$ cat src/rtl/braille_access_pkg.sv
// Shared definitions for the access sequencer: digit width, the controller
// state encoding (also driven out on state_o) and a small helper used to
// size the shared cycle timer.
package braille_access_pkg;

    localparam int DIGIT_W = 4;

    typedef enum logic [2:0] {
        ST_IDLE     = 3'd0,
        ST_ID_ENTRY = 3'd1,
        ST_PW_ENTRY = 3'd2,
        ST_CHECK    = 3'd3,
        ST_GRANT    = 3'd4,
        ST_DENY     = 3'd5,
        ST_LOCKOUT  = 3'd6
    } state_e;

    function automatic int max_int(input int a, input int b);
        return (a > b) ? a : b;
    endfunction

endpackage

$ cat src/rtl/access_sequencer_if.sv
// Keypad/status bundle of the access sequencer.
//   master: keypad side (drives loads, digits, pound_n, credentials)
//   slave : sequencer side (drives allow/deny/locked, state_o, counts,
//           last_digit)
// cred_id/cred_pw hold the stored credentials, first digit in the MSBs.
interface access_sequencer_if
    import braille_access_pkg::*;
#(
    parameter int DIGITS = 4
);
    logic                        id_load;
    logic [DIGIT_W-1:0]          id_digit;
    logic                        pw_load;
    logic [DIGIT_W-1:0]          pw_digit;
    logic                        pound_n;
    logic [DIGIT_W*DIGITS-1:0]   cred_id;
    logic [DIGIT_W*DIGITS-1:0]   cred_pw;
    logic                        allow;
    logic                        deny;
    logic                        locked;
    logic [2:0]                  state_o;
    logic [2:0]                  id_cnt;
    logic [2:0]                  pw_cnt;
    logic [DIGIT_W-1:0]          last_digit;

    modport master (
        output id_load, id_digit, pw_load, pw_digit, pound_n, cred_id, cred_pw,
        input  allow, deny, locked, state_o, id_cnt, pw_cnt, last_digit
    );

    modport slave (
        input  id_load, id_digit, pw_load, pw_digit, pound_n, cred_id, cred_pw,
        output allow, deny, locked, state_o, id_cnt, pw_cnt, last_digit
    );
endinterface

$ cat src/rtl/key_edge.sv
// Registered edge detector for a keypad level.
//   clk, rst : clock, async active-high reset
//   lvl_i    : raw level
//   ev_o     : one-cycle registered pulse, one cycle after the level is
//              first sampled in its active state (rising edge, or falling
//              edge when FALL=1). A held level yields a single pulse.
// IDLE_LVL is the history value after reset, so a level already resting
// in its inactive state produces no spurious event.
module key_edge #(
    parameter bit FALL     = 1'b0,
    parameter bit IDLE_LVL = 1'b0
) (
    input  logic clk,
    input  logic rst,
    input  logic lvl_i,
    output logic ev_o
);
    logic prev_q;
    logic ev_q;

    always_ff @(posedge clk or posedge rst) begin
        if (rst) begin
            prev_q <= IDLE_LVL;
            ev_q   <= 1'b0;
        end else begin
            prev_q <= lvl_i;
            ev_q   <= FALL ? (prev_q & ~lvl_i) : (~prev_q & lvl_i);
        end
    end

    assign ev_o = ev_q;
endmodule

$ cat src/rtl/access_sequencer.sv
// Keypad access controller: collects DIGITS ID digits then DIGITS password
// digits, checks them on pound, shows allow/deny for SHOW_CYC cycles.
//   clk, rst : clock, async active-high reset
//   bus      : access_sequencer_if.slave (keypad inputs, credentials,
//              allow/deny/locked, state_o, id_cnt/pw_cnt, last_digit)
// Optional feature macro ACCESS_LOCKOUT_EN: MAX_FAIL consecutive denials
// lock the keypad for LOCK_CYC cycles. Without it DENY always returns to
// IDLE and locked is tied low.
module access_sequencer
    import braille_access_pkg::*;
#(
    parameter int DIGITS      = 4,
    parameter int TIMEOUT_CYC = 1000,
    parameter int SHOW_CYC    = 50,
    parameter int MAX_FAIL    = 3,
    parameter int LOCK_CYC    = 5000
) (
    input  logic                clk,
    input  logic                rst,
    access_sequencer_if.slave   bus
);
    localparam int BW = DIGIT_W * DIGITS;
`ifdef ACCESS_LOCKOUT_EN
    localparam int TMAX = max_int(max_int(TIMEOUT_CYC, SHOW_CYC), LOCK_CYC);
    localparam int FW   = $clog2(MAX_FAIL + 1);
`else
    localparam int TMAX = max_int(TIMEOUT_CYC, SHOW_CYC);
`endif
    localparam int TW = $clog2(TMAX + 1);

    logic id_ev, pw_ev, pound_ev;

    key_edge #(.FALL(1'b0), .IDLE_LVL(1'b0)) u_id_edge (
        .clk(clk), .rst(rst), .lvl_i(bus.id_load), .ev_o(id_ev));
    key_edge #(.FALL(1'b0), .IDLE_LVL(1'b0)) u_pw_edge (
        .clk(clk), .rst(rst), .lvl_i(bus.pw_load), .ev_o(pw_ev));
    key_edge #(.FALL(1'b1), .IDLE_LVL(1'b1)) u_pound_edge (
        .clk(clk), .rst(rst), .lvl_i(bus.pound_n), .ev_o(pound_ev));

    state_e             state_q;
    logic [BW-1:0]      id_buf_q, pw_buf_q;
    logic [2:0]         id_cnt_q, pw_cnt_q;
    logic [DIGIT_W-1:0] last_q;
    // Digits are sampled alongside the load level so they line up with the
    // one-cycle-late event pulse.
    logic [DIGIT_W-1:0] id_dq_q, pw_dq_q;
    logic [TW-1:0]      timer_q;
    logic               allow_q, deny_q;
`ifdef ACCESS_LOCKOUT_EN
    logic [FW-1:0]      fail_q;
    logic               locked_q;
`else
    logic               unused_cfg;
    assign unused_cfg = (MAX_FAIL > 0) ^ (LOCK_CYC > 0);
`endif

    logic match;
    assign match = (id_cnt_q == 3'(DIGITS)) && (pw_cnt_q == 3'(DIGITS)) &&
                   (id_buf_q == bus.cred_id) && (pw_buf_q == bus.cred_pw);

    always_ff @(posedge clk or posedge rst) begin
        if (rst) begin
            state_q  <= ST_IDLE;
            id_buf_q <= '0;
            pw_buf_q <= '0;
            id_cnt_q <= '0;
            pw_cnt_q <= '0;
            last_q   <= '0;
            id_dq_q  <= '0;
            pw_dq_q  <= '0;
            timer_q  <= '0;
            allow_q  <= 1'b0;
            deny_q   <= 1'b0;
`ifdef ACCESS_LOCKOUT_EN
            fail_q   <= '0;
            locked_q <= 1'b0;
`endif
        end else begin
            id_dq_q <= bus.id_digit;
            pw_dq_q <= bus.pw_digit;
            case (state_q)
                ST_IDLE: begin
                    if (id_ev) begin
                        id_buf_q <= {id_buf_q[BW-DIGIT_W-1:0], id_dq_q};
                        id_cnt_q <= 3'd1;
                        last_q   <= id_dq_q;
                        timer_q  <= '0;
                        state_q  <= ST_ID_ENTRY;
                    end
                end
                ST_ID_ENTRY: begin
                    if (id_ev) begin
                        id_buf_q <= {id_buf_q[BW-DIGIT_W-1:0], id_dq_q};
                        id_cnt_q <= id_cnt_q + 3'd1;
                        last_q   <= id_dq_q;
                        timer_q  <= '0;
                        if (id_cnt_q == 3'(DIGITS - 1)) state_q <= ST_PW_ENTRY;
                    end else if (timer_q == TW'(TIMEOUT_CYC - 1)) begin
                        id_buf_q <= '0;
                        pw_buf_q <= '0;
                        id_cnt_q <= '0;
                        pw_cnt_q <= '0;
                        state_q  <= ST_IDLE;
                    end else begin
                        timer_q <= timer_q + TW'(1);
                    end
                end
                ST_PW_ENTRY: begin
                    // Any password key restarts the idle timer, even one
                    // dropped because the buffer is already full.
                    if (pw_ev) begin
                        timer_q <= '0;
                        if (pw_cnt_q != 3'(DIGITS)) begin
                            pw_buf_q <= {pw_buf_q[BW-DIGIT_W-1:0], pw_dq_q};
                            pw_cnt_q <= pw_cnt_q + 3'd1;
                            last_q   <= pw_dq_q;
                        end
                    end else begin
                        timer_q <= timer_q + TW'(1);
                    end
                    if (pound_ev) begin
                        state_q <= ST_CHECK;
                    end else if (!pw_ev && timer_q == TW'(TIMEOUT_CYC - 1)) begin
                        id_buf_q <= '0;
                        pw_buf_q <= '0;
                        id_cnt_q <= '0;
                        pw_cnt_q <= '0;
                        state_q  <= ST_IDLE;
                    end
                end
                ST_CHECK: begin
                    timer_q <= '0;
                    if (match) begin
                        allow_q <= 1'b1;
                        state_q <= ST_GRANT;
                    end else begin
                        deny_q  <= 1'b1;
                        state_q <= ST_DENY;
`ifdef ACCESS_LOCKOUT_EN
                        if (fail_q != FW'(MAX_FAIL)) fail_q <= fail_q + FW'(1);
`endif
                    end
                end
                ST_GRANT: begin
                    if (timer_q == TW'(SHOW_CYC - 1)) begin
                        allow_q  <= 1'b0;
                        id_buf_q <= '0;
                        pw_buf_q <= '0;
                        id_cnt_q <= '0;
                        pw_cnt_q <= '0;
                        state_q  <= ST_IDLE;
`ifdef ACCESS_LOCKOUT_EN
                        fail_q   <= '0;
`endif
                    end else begin
                        timer_q <= timer_q + TW'(1);
                    end
                end
                ST_DENY: begin
                    if (timer_q == TW'(SHOW_CYC - 1)) begin
                        deny_q   <= 1'b0;
                        id_buf_q <= '0;
                        pw_buf_q <= '0;
                        id_cnt_q <= '0;
                        pw_cnt_q <= '0;
                        timer_q  <= '0;
                        state_q  <= ST_IDLE;
`ifdef ACCESS_LOCKOUT_EN
                        if (fail_q == FW'(MAX_FAIL)) begin
                            locked_q <= 1'b1;
                            state_q  <= ST_LOCKOUT;
                        end
`endif
                    end else begin
                        timer_q <= timer_q + TW'(1);
                    end
                end
`ifdef ACCESS_LOCKOUT_EN
                ST_LOCKOUT: begin
                    if (timer_q == TW'(LOCK_CYC - 1)) begin
                        locked_q <= 1'b0;
                        fail_q   <= '0;
                        state_q  <= ST_IDLE;
                    end else begin
                        timer_q <= timer_q + TW'(1);
                    end
                end
`endif
                default: state_q <= ST_IDLE;
            endcase
        end
    end

    assign bus.allow      = allow_q;
    assign bus.deny       = deny_q;
`ifdef ACCESS_LOCKOUT_EN
    assign bus.locked     = locked_q;
`else
    assign bus.locked     = 1'b0;
`endif
    assign bus.state_o    = state_q;
    assign bus.id_cnt     = id_cnt_q;
    assign bus.pw_cnt     = pw_cnt_q;
    assign bus.last_digit = last_q;
endmodule

$ cat src/flat_wrapper.sv
// flat-port wrapper written by rule: the top's interface ports become plain ports
module access_sequencer_flat import braille_access_pkg::*;
#(
    parameter int DIGITS      = 4,
    parameter int TIMEOUT_CYC = 1000,
    parameter int SHOW_CYC    = 50,
    parameter int MAX_FAIL    = 3,
    parameter int LOCK_CYC    = 5000
)
  (clk, rst, bus_id_load, bus_id_digit, bus_pw_load, bus_pw_digit, bus_pound_n, bus_cred_id, bus_cred_pw, bus_allow, bus_deny, bus_locked, bus_state_o, bus_id_cnt, bus_pw_cnt, bus_last_digit);
  access_sequencer_if #(.DIGITS(DIGITS)) bus_i ();
  input  logic clk;
  input  logic rst;
  input wire logic [$bits(bus_i.id_load)-1:0] bus_id_load;
  input wire logic [$bits(bus_i.id_digit)-1:0] bus_id_digit;
  input wire logic [$bits(bus_i.pw_load)-1:0] bus_pw_load;
  input wire logic [$bits(bus_i.pw_digit)-1:0] bus_pw_digit;
  input wire logic [$bits(bus_i.pound_n)-1:0] bus_pound_n;
  input wire logic [$bits(bus_i.cred_id)-1:0] bus_cred_id;
  input wire logic [$bits(bus_i.cred_pw)-1:0] bus_cred_pw;
  output wire logic [$bits(bus_i.allow)-1:0] bus_allow;
  output wire logic [$bits(bus_i.deny)-1:0] bus_deny;
  output wire logic [$bits(bus_i.locked)-1:0] bus_locked;
  output wire logic [$bits(bus_i.state_o)-1:0] bus_state_o;
  output wire logic [$bits(bus_i.id_cnt)-1:0] bus_id_cnt;
  output wire logic [$bits(bus_i.pw_cnt)-1:0] bus_pw_cnt;
  output wire logic [$bits(bus_i.last_digit)-1:0] bus_last_digit;
  assign bus_i.id_load = bus_id_load;
  assign bus_i.id_digit = bus_id_digit;
  assign bus_i.pw_load = bus_pw_load;
  assign bus_i.pw_digit = bus_pw_digit;
  assign bus_i.pound_n = bus_pound_n;
  assign bus_i.cred_id = bus_cred_id;
  assign bus_i.cred_pw = bus_cred_pw;
  assign bus_allow = bus_i.allow;
  assign bus_deny = bus_i.deny;
  assign bus_locked = bus_i.locked;
  assign bus_state_o = bus_i.state_o;
  assign bus_id_cnt = bus_i.id_cnt;
  assign bus_pw_cnt = bus_i.pw_cnt;
  assign bus_last_digit = bus_i.last_digit;
  access_sequencer #(.DIGITS(DIGITS), .TIMEOUT_CYC(TIMEOUT_CYC), .SHOW_CYC(SHOW_CYC), .MAX_FAIL(MAX_FAIL), .LOCK_CYC(LOCK_CYC)) u_core (.clk(clk), .rst(rst), .bus(bus_i));
endmodule
$ cat config.mk
export PLATFORM = sky130hd
export DESIGN_NAME = access_sequencer_flat
export DESIGN_NICKNAME = d
export VERILOG_FILES = /design/src/rtl/braille_access_pkg.sv /design/src/rtl/access_sequencer_if.sv /design/src/rtl/key_edge.sv /design/src/rtl/access_sequencer.sv /design/src/flat_wrapper.sv
export SDC_FILE = /design/constraint.sdc
export NUM_CORES = 1
export LEC_CHECK = 0
export CAP_MARGIN = 20
export CORE_UTILIZATION = 45
export DETAILED_ROUTE_END_ITERATION = 10
export PLACE_DENSITY = 0.7
export SYNTH_ARGS = -nofsm -noshare
export SYNTH_HDL_FRONTEND = slang
export SYNTH_SLANG_ARGS = --single-unit
$ cat constraint.sdc
create_clock -name clk -period 2.8 [get_ports clk]
set_input_delay 0.84 -clock clk [delete_from_list [all_inputs] [get_ports clk]]
set_output_delay 0.84 -clock clk [all_outputs]
set_load 0.03 [all_outputs]
==> results by group <==
Synthesis
  • Synthesized flop and latch total: 71
  • Most common flop cell mapped by yosys: dfrtp_1
  • Sequential share of the synthesized area: around half
  • EDFF count, synth: 0
  • Syn_area_per_cell: 10.4 sq um
  • Yosys warnings: 0
  • Synth cell types: 53
  • Post-Syn Nets: roughly 400
  • Async SR Flop Fraction: 100%
  • Synthesized area: around 0.0036 sq mm
  • Mapped Cells: ~340

Timing
  • Fin Hold WS: 0.397 ns
  • Final min period: 2.62 ns
  • Part of the cycle the worst path needs: a little over nine tenths
  • Slew Viols, Final: 0
  • Setup tns final: 0 ns
  • # setup viols final: 0
  • Fmax: 381 MHz
  • Final Skew: 0.00941 ns
  • Least-Margin Pin Slew: just under 0.8 ns
  • RSZ-0062 raised after global routing: false
  • Final Hold Fails: 0
  • Setup slack after layout: about 0.18 ns
  • Slew HR: about half

Setup path
  • Worst Setup Start Kind: flop
  • WP buf/inv: 1
  • Crit-path max FO: 17
  • FF-to-FF setup slack: 0.29 ns
  • Setup crit end kind: primary output
  • CP max stage delay: 0.77 ns
  • Worst-path cell chain: clkdlybuf4s50_1
  • CP top delay family: buffers and inverters
  • Setup CP Type: reg2out
  • Worst Path Required: 1.96 ns
  • CP max stage cell: clkdlybuf4s50_1
  • Arr. time, crit path: 1.78 ns

Cells and area
  • Most frequent cells in the layout: dfrtp_1 (70), clkdlybuf4s50_1 (59), nand2_1 (37)
  • Ant diodes: 0
  • Ratio of cells with drive above 1 in the final layout: about a tenth
  • Final core occ: 59.2%
  • Synth-to-Final Area Change: 27.4%
  • Most common cell after layout, fill and taps aside: dfrtp_1
  • # nets final: 463

Global routing
  • Vias in the first global route: roughly 2.7k
  • Total GRT Usage: 21.3%
  • First-pass GRT wire length: 13700 microns
  • Pin count of the biggest net entering global routing: 25
  • Antenna violations before repair: 0
  • Gr ovfl total: 0

Outcome
  • Violated checks: DRC
  • Status: finished, violations left

Die
  • Die width: 91.1 microns
  • Die height: 91.1 microns
  • Die area: 0.00830 sq mm
  • Core Rows: 32
  • Initial Utilization: 46.5%
  • Core Area: 0.00769 sq mm
  • I/O pin count: 61

Power
  • Pwr/cell area: ~850 mW/mm^2
  • Worst vdd ir: ~0.34 mV
  • Lkg Pwr: approximately 2.1 nW

Clock network
  • Worst-Skew Late Latency: 0.34 ns
  • Post-cts gate resize count: 0
  • H-tree Lvls: 3
  • CTS tree: done
  • CTS max path bufs: 2
  • Post-CTS Setup Bufs: 0
  • Root Buffer: clkbuf_8
  • CTS Sinks: 71
  • Cts hold-fix bufs: 0
  • Clock slew at reported path FFs: 0.07 ns
  • TritonCTS buffer count: 9

Place
  • Routability congestion estimate: a little under 0.9
  • Hpwl dp: 6120 microns
  • I/O Buffers: a little under 60
  • Worst slack, placed: 0.137 ns

Worst hold path
  • Hold Path Class: reg2reg

Routing
  • Wire length per cell: around 16 microns
  • First-pass DRT Iterations: 7
  • Routed Antenna Nets: 0
  • DRT iter0 DRCs: slightly below 200
  • Drt drc: 1
  • Via Count: 2743
  • Vias per cell: around 5.3
  • WL final: 8260 microns

Flow run
  • Max-cap violation count: 0
sequential cells by signal (all words and copies together), names as in the netlist, 3 cells and up:
register / flops
u_core.pw_dq_q: 4
u_core.bus.pw_cnt: 3
u_core.pw_buf_q: 16
u_core.bus.last_digit: 4
u_core.timer_q: 10
u_core.bus.id_cnt: 3
u_core.id_dq_q: 4
u_core.bus.state_o: 3
u_core.id_buf_q: 16
layer usage:
metal / vias to the layer above / global-route usage, % / part of all wire [%]
met1: 1337 / 30.1 / 48
li1: 1336 / - / -
met2: 60 / 32.1 / 47
met3: 10 / 3.60 / 3.8
met5: - / 0 / 0
met4: 0 / 9.66 / 1.8
where the power goes:
part / internal (mW) / switching (mW) / leakage (nW)
logic: 0.661 / 0.825 / 1.05
registers: 1.21 / 0.209 / 0.922
clock network: 0.585 / 0.376 / 0.111
worst paths after layout:
| path | from | cells after the start | end |
|---|---|---|---|
| worst max-delay path | u_core.bus.state_o[1] | 1 | bus_state_o[1] |
| worst min-delay path | u_core.u_pw_edge.prev_q | 1 | u_core.u_pw_edge.ev_o |
| worst max register to register | u_core.timer_q[1] | 7 | u_core.bus.pw_cnt[0] |
| worst min register to register | u_core.u_pw_edge.prev_q | 1 | u_core.u_pw_edge.ev_o |
| max in group asynchronous | rst | 4 | u_core.id_buf_q[9] |
| min in group asynchronous | rst | 2 | u_core.bus.state_o[1] |
layout make-up:
class                           instances  area, sq um
Inverter                               33          124
Timing Repair Buffer                   70          698
Tap cell                              102          128
Sequential cell                        71         1780
Clock buffer                            9          124
Fill cell                             663         3130
Multi-Input combinational cell        226         1590
Clock inverter                          6          110
cell usage after synthesis, types with 4 or more instances:
cell,n,share of area [%]
o22ai_1,8,1.4
nor2b_1,8,1.4
nor4_1,7,1.2
a31oi_1,7,1.2
nand2b_1,5,0.88
xor2_1,32,7.8
a22o_1,16,3.9
nor2_1,14,1.5
nor3_1,4,0.56
nand2_1,37,3.9
mux2_4,5,2.1
dfrtp_1,70,49
mux2i_1,13,3.6
clkbuf_1,6,0.63
inv_1,32,3.4
nand3_1,7,0.98
nand4_1,4,0.70
ha_1,7,2.5
o31ai_1,4,0.84
and3_1,4,0.70
o21ai_0,7,0.98
a21oi_1,11,1.5
through the flow:
step	area (sq um)	power [mW]	std cells
2_1_floorplan	3570	2.45	343
3_3_place_gp	4320	2.88	502
3_5_place_dp	4320	2.92	502
4_1_cts	4550	3.89	517
5_1_grt	4550	4.09	517
6_report	4550	3.86	517
cells by family (layout without fill, tap and decap cells):
| logic type | after synthesis | in the layout | share of synthesized area [%] |
|---|---|---|---|
| buf+inv | 46 | 118 | 5.71 |
| xor+xnor | 32 | 32 | 7.84 |
| flops | 71 | 71 | 49.7 |
| other cells | 1 | 1 | 0.105 |
| compound gates | 68 | 68 | 14.2 |
| fa+ha+maj | 7 | 7 | 2.45 |
| mux | 19 | 19 | 6.06 |
| simple gates | 99 | 99 | 13.9 |
Note: power is estimated with default switching activity, not from simulation.
